File: config.mk
export PLATFORM = sky130hd
export DESIGN_NAME = external_bus_controller
export DESIGN_NICKNAME = d
export VERILOG_FILES = /design/src/rtl/bus_controller_pkg.sv /design/src/rtl/external_bus_controller.sv
export SDC_FILE = /design/constraint.sdc
export NUM_CORES = 1
export LEC_CHECK = 0
export CAP_MARGIN = 10
export CORE_MARGIN = 2
export CORE_UTILIZATION = 45
export DETAILED_ROUTE_END_ITERATION = 6
export GPL_TIMING_DRIVEN = 0
export PLACE_DENSITY_LB_ADDON = 0.25
export SYNTH_ARGS = -nofsm -noshare
export SYNTH_HDL_FRONTEND = slang
export SYNTH_SLANG_ARGS = --single-unit
File: constraint.sdc
create_clock -name clock -period 4.1 [get_ports clock]
set_input_delay 0.41 -clock clock [delete_from_list [all_inputs] [get_ports clock]]
set_output_delay 0.41 -clock clock [all_outputs]
set_load 0.05 [all_outputs]
File: src/rtl/bus_controller_pkg.sv
// Shared definitions for the external bus controller and the CPU-side bus.
//   state_t        : controller FSM states
//   BYTES_PER_WORD : byte lanes in one CPU word
//   request_t      : one CPU word request (write flag, address, data, lane mask)
//   next_lane      : finds the lowest set mask bit at or above a starting lane
package bus_controller_pkg;

  typedef enum logic [1:0] {
    IDLE    = 2'd0,
    SETUP   = 2'd1,
    STROBE  = 2'd2,
    RESPOND = 2'd3
  } state_t;

  localparam int BYTES_PER_WORD = 4;

  typedef struct packed {
    logic        write;
    logic [31:0] address;
    logic [31:0] write_data;
    logic [3:0]  byte_enable;
  } request_t;

  // Returns {none_found, lane}. start may be 4 (past the last lane), in which
  // case nothing is found. Scanning downward leaves the lowest match in r.
  function automatic logic [2:0] next_lane(input logic [3:0] mask, input logic [2:0] start);
    logic [2:0] r;
    r = 3'b100;
    for (int i = BYTES_PER_WORD - 1; i >= 0; i--) begin
      if (mask[i] && (3'(i) >= start)) r = {1'b0, 2'(i)};
    end
    return r;
  endfunction

endpackage

File: src/rtl/external_bus_controller.sv
// Sequences 32-bit CPU word requests onto an 8-bit external bus.
// A read is four byte beats; a write is one beat per enabled byte lane.
// Every beat is one SETUP cycle followed by WAIT_CYCLES+1 STROBE cycles.
//
// Ports:
//   clock, reset            : system clock, asynchronous active-high reset
//   request_*               : CPU request channel (valid/ready handshake)
//   response_valid          : one-cycle completion pulse
//   response_read_data      : assembled read word, valid with response_valid
//   bus_address             : external byte address
//   bus_write_enable        : external write strobe
//   bus_write_data          : external write byte
//   bus_read_data           : external read byte
//   bus_output_enable       : pin direction, all ones while driving write data
//   debug_state             : current FSM state, for observation only
//
// Handshake: a request transfers on a rising clock edge where request_valid
// and request_ready are both 1. request_ready is 1 only in IDLE outside reset;
// the CPU must hold request_valid and the request fields stable until then.
module external_bus_controller
  import bus_controller_pkg::*;
#(
  parameter int BUS_ADDRESS_WIDTH = 8,  // must be >= 3
  parameter int WAIT_CYCLES       = 0   // 0..15
) (
  input  logic                         clock,
  input  logic                         reset,
  input  logic                         request_valid,
  output logic                         request_ready,
  input  logic                         request_write,
  input  logic [31:0]                  request_address,
  input  logic [31:0]                  request_write_data,
  input  logic [3:0]                   request_byte_enable,
  output logic                         response_valid,
  output logic [31:0]                  response_read_data,
  output logic [BUS_ADDRESS_WIDTH-1:0] bus_address,
  output logic                         bus_write_enable,
  output logic [7:0]                   bus_write_data,
  input  logic [7:0]                   bus_read_data,
  output logic [7:0]                   bus_output_enable,
  output state_t                       debug_state
);

  localparam logic [3:0] WAIT_LAST = 4'(WAIT_CYCLES);

  state_t      state;
  request_t    req;
  logic [1:0]  index;
  logic [3:0]  wait_count;
  logic [31:0] read_lanes;

  request_t    incoming;
  request_t    setup_req;
  logic [1:0]  setup_index;
  logic [2:0]  first_write_lane;
  logic [2:0]  next_write_lane;
  logic        has_next;
  logic [1:0]  next_index;
  logic [31:0] read_word;

  // Only the bus-visible slice of the latched address is ever driven out.
  logic unused_address_bits;
  assign unused_address_bits = ^req.address;

  assign request_ready = (state == IDLE) && !reset;
  assign debug_state   = state;

  always_comb begin
    incoming = '{write:       request_write,
                 address:     request_address,
                 write_data:  request_write_data,
                 byte_enable: request_byte_enable};

    first_write_lane = next_lane(request_byte_enable, 3'd0);
    next_write_lane  = next_lane(req.byte_enable, {1'b0, index} + 3'd1);

    has_next   = req.write ? !next_write_lane[2] : (index != 2'd3);
    next_index = req.write ? next_write_lane[1:0] : index + 2'd1;

    // The beat about to be set up comes from the incoming request when
    // leaving IDLE, otherwise from the latched request.
    setup_req   = (state == IDLE) ? incoming : req;
    setup_index = (state == IDLE) ? (request_write ? first_write_lane[1:0] : 2'd0)
                                  : next_index;

    // Read word with the byte on the bus dropped into the current lane; this
    // is what gets captured at the final strobe edge of a read beat.
    read_word = read_lanes;
    read_word[{index, 3'b000} +: 8] = bus_read_data;
  end

  always_ff @(posedge clock or posedge reset) begin
    if (reset) begin
      state              <= IDLE;
      req                <= '0;
      index              <= 2'd0;
      wait_count         <= 4'd0;
      read_lanes         <= 32'd0;
      response_valid     <= 1'b0;
      response_read_data <= 32'd0;
      bus_address        <= '0;
      bus_write_enable   <= 1'b0;
      bus_write_data     <= 8'd0;
      bus_output_enable  <= 8'd0;
    end else begin
      case (state)
        IDLE: begin
          if (request_valid) begin
            req        <= incoming;
            read_lanes <= 32'd0;
            if (request_write && (request_byte_enable == 4'b0000)) begin
              // Nothing to put on the bus: complete straight away.
              state          <= RESPOND;
              response_valid <= 1'b1;
            end else begin
              state             <= SETUP;
              index             <= setup_index;
              wait_count        <= 4'd0;
              bus_address       <= {setup_req.address[BUS_ADDRESS_WIDTH-1:2], setup_index};
              bus_write_data    <= setup_req.write ? setup_req.write_data[{setup_index, 3'b000} +: 8]
                                                   : bus_write_data;
              bus_output_enable <= setup_req.write ? 8'hFF : 8'h00;
            end
          end
        end

        SETUP: begin
          state            <= STROBE;
          wait_count       <= 4'd0;
          bus_write_enable <= req.write;
        end

        STROBE: begin
          if (wait_count == WAIT_LAST) begin
            // Strobe drops on the same edge that moves on, so it is never
            // high during the following SETUP or RESPOND cycle.
            bus_write_enable <= 1'b0;
            if (!req.write) read_lanes <= read_word;
            if (has_next) begin
              state             <= SETUP;
              index             <= setup_index;
              wait_count        <= 4'd0;
              bus_address       <= {setup_req.address[BUS_ADDRESS_WIDTH-1:2], setup_index};
              bus_write_data    <= setup_req.write ? setup_req.write_data[{setup_index, 3'b000} +: 8]
                                                   : bus_write_data;
              bus_output_enable <= setup_req.write ? 8'hFF : 8'h00;
            end else begin
              state             <= RESPOND;
              response_valid    <= 1'b1;
              bus_output_enable <= 8'h00;
              if (!req.write) response_read_data <= read_word;
            end
          end else begin
            wait_count <= wait_count + 4'd1;
          end
        end

        RESPOND: begin
          state             <= IDLE;
          response_valid    <= 1'b0;
          bus_write_enable  <= 1'b0;
          bus_output_enable <= 8'h00;
        end

        default: state <= IDLE;
      endcase
    end
  end

endmodule

==> qor.yml <==
wl_met1_um: 6640
syn-num-nets: 663
clock_latency_ns: 0.42
finalSetupViolCount: 0
cts-htree-levels: 4
first_pass_iters: 4
worstSetupEndpointType: "primary output"
r2r_start: "bus_address[0]"
synthAdderAreaFrac_pct: 2.29
worstPathRequired_ns: 3.69
syn_avg_cell_area_um2: 11.5
finalNetCount: 790
status: "finished clean"
grt_overflow_total: 0
synth_mux_area_share_pct: 13.9
synth-compound-area-share_pct: 16.6
pre_cts_ws_ns: 1.32
dieWidth_um: 125
io_pins: 141
syn-cell-area_um2: 6570
fillers: 1207
final.setup.worst_slack_ns: 1.15
postCtsResizedCells: 0
worstPathArrival_ns: 2.54
synth_xor_area_share_pct: 0
cts_buffers: 17
grt_max_degree: 90
cts_setup_buffers: 0
portBuffers: 107
wl_met2_um: 7560
reg2regPathDepth: 9
synthArstFlopShare_pct: 100
via_per_inst: 5.45
rows: 44
peakVddDrop_mv: 0.420
slowest_delay_ns: 0.82
timing.final.crit_share_pct: 71.9
path_clk_slew_ns: 0.05
powerDensity_nw_per_um2: 881
r2r_slack_ns: 1.29
drt_wl_total_um: 15200
cts_tree: "yes"
r2r-end: "bus_write_data[3]"
synthSimpleGateAreaFrac_pct: 12.0
max_cap_viol_count: 0
cts_hold_buf: 0
yosys_warnings: 0
tightestPinTransition_ns: 0.863
vias: 4860
wl_per_cell_um: 17.1
synth_cell_types: 53
grt_pass1_wl_um: 25200
hpwl_um: 10900
syn_inst: 571
min_path_type: "in2async"
fmax_mhz: 339
area_growth_pct: 28.2
path_cells: "inv_1, ha_1, buf_4, clkinv_1, nor2_1, clkdlybuf4s50_1"
ys_seq_area_share_pct: 50.3
synth_edf_count: 0
finalHoldViolCount: 0
top_layer_used: "met4"
antenna_found_initial: 0
critical_path.slowest_cell: "clkdlybuf4s50_1"
dieArea_um2: 15600
dr_wl_met3_um: 806
coreArea_um2: 14400
start_util_pct: 45.7
yosysTopAreaCellShare_pct: 50.3
drc: 0
grt_pass1_vias: 4936
ant_nets: 0
final_max_slew_viol_count: 0
layout_min_cycle_time_ns: 2.95
finish.utilization_pct: 58.6
worst-setup-path-type: "reg2out"
synth_top_family_by_area: "compound AO/OA/AOI/OAI gates"
crit_fanout: 9
die_h_um: 125
drtIter0Drc: 241
cts.path.max_buffers: 2
synth_area_leaders: "dfrtp_1, mux2_2, mux4_2, a22o_1, o21ai_2"
grt_use_total_pct: 20.4
ys.flop_type: "dfrtp_1"
p_leak_nw: 3.63
layout-drive-gt1-share_pct: 21.5
startpoint_type: "flop"
synth.largest_area_cell: "dfrtp_1"
cts_sinks: 132
rsz0062_at_grt: "no"
skew_ns: 0.00634
cts-root-buf: "clkbuf_16"
n_antenna_cell: 0
slew-limit-headroom_pct: 42.5
gp_congestion: 0.786
ys_ff_latch: 132
-- placed cells by master (no fill, tap or decap), drive strengths merged, types with 2 or more instances in the layout --
| cell type | netlist | routed |
|---|---|---|
| dfrtp | 132 | 132 |
| clkdlybuf4s50 | 0 | 107 |
| nand2 | 64 | 64 |
| o21ai | 47 | 47 |
| a21oi | 43 | 43 |
| mux2 | 43 | 43 |
| clkbuf | 10 | 34 |
| buf | 33 | 34 |
| nor2b | 32 | 32 |
| a22o | 31 | 31 |
| nand3 | 27 | 27 |
| mux4 | 16 | 16 |
| inv | 14 | 14 |
| nor2 | 12 | 12 |
| ha | 12 | 12 |
| nand2b | 7 | 7 |
| mux2i | 7 | 7 |
| and3 | 4 | 4 |
| clkinv | 1 | 4 |
| o31ai | 3 | 3 |
| nor4b | 2 | 2 |
| a221oi | 2 | 2 |
| a31oi | 2 | 2 |
| o32a | 2 | 2 |
| a21o | 2 | 2 |
| nor3 | 2 | 2 |
| o311ai | 2 | 2 |
| or2 | 2 | 2 |
| o32ai | 2 | 2 |
| a21boi | 2 | 2 |
-- per-stage QoR --
stage	total power, mW	setup TNS [ns]	hold slack, ns	area [um^2]	instances
final	7.41	0	0.387	8420	891
after global routing	7.82	0	0.437	8420	891
after CTS	7.46	0	0.403	8420	891
after detailed placement	6.09	0	0.466	7900	863
after global placement	6.00	-210.10	0.460	7870	862
after floorplan	4.95	0	0.447	6570	571
-- kinds of logic (layout without fill, tap and decap cells) --
family,Yosys count,count (layout)
buffers and inverters,58,194
adders and majority gates,12,12
DFF,132,132
and+or+nand+nor,157,157
muxes,66,66
AOI/OAI and AO/OA,146,146
-- how the worst max path moves through the flow --
stage          slack (ns)               endpoint            from
2_1_floorplan        0.16         bus_address[0]           reset
3_3_place_gp        -1.60  response_read_data[0]           reset
3_5_place_dp         1.32      bus_write_data[3]  bus_address[0]
4_1_cts              1.14          request_ready  debug_state[0]
5_1_grt              0.95          request_ready  debug_state[0]
6_report             1.15          request_ready  debug_state[0]
-- synthesized netlist by cell type, drive strengths merged, types with 2 or more instances --
cell / n
nand3: 27
mux2: 43
a21boi: 2
clkbuf: 10
ha: 12
a21o: 2
buf: 33
inv: 14
o311ai: 2
dfrtp: 132
nor2b: 32
and3: 4
nor3: 2
a22o: 31
o21ai: 47
mux2i: 7
a31oi: 2
nor4b: 2
nand2: 64
a21oi: 43
o31ai: 3
nand2b: 7
o32a: 2
nor2: 12
or2: 2
o32ai: 2
mux4: 16
a221oi: 2
-- critical path, delay by kind of cell, from the launching register on --
| family | cells | cell delay [ns] |
|---|---|---|
| fa+ha+maj | 1 | 0.15 |
| buf+inv | 4 | 1.37 |
| simple gates | 1 | 0.18 |
| flops | 1 | 0.41 |
-- registers in the layout, summed over array words and instances (netlist names) --
register / cells
bus_address: 8
bus_output_enable: 1
bus_write_data: 8
bus_write_enable: 1
debug_state: 2
read_lanes: 32
req: 43
response_read_data: 32
response_valid: 1
wait_count: 4
-- where the power goes --
group / switching [mW] / internal, mW
Sequential: 0.279 / 1.81
Clock: 0.532 / 0.820
Combinational: 2.40 / 1.57
Total: 3.21 / 4.20
-- area by class of cell --
class / count / area [um^2] / share of cell area [%]
sequential: 132 / 3300 / 39.2
tap: 184 / 230 / 2.73
clock inverter: 4 / 26.3 / 0.312
multi-input combinational: 381 / 2940 / 34.9
buffer: 43 / 268 / 3.18
clock buffer: 24 / 492 / 5.84
timing repair buffer: 108 / 1100 / 13.0
inverter: 15 / 61.3 / 0.728
-- layer usage --
metal  vias up  track usage [%]
li1       2309                -
met1      2398             25.9
met2       135             33.6
met3        18             5.54
met4         0             7.14
met5         -                0
No activity file was read; power rests on OpenSTA's default activity.
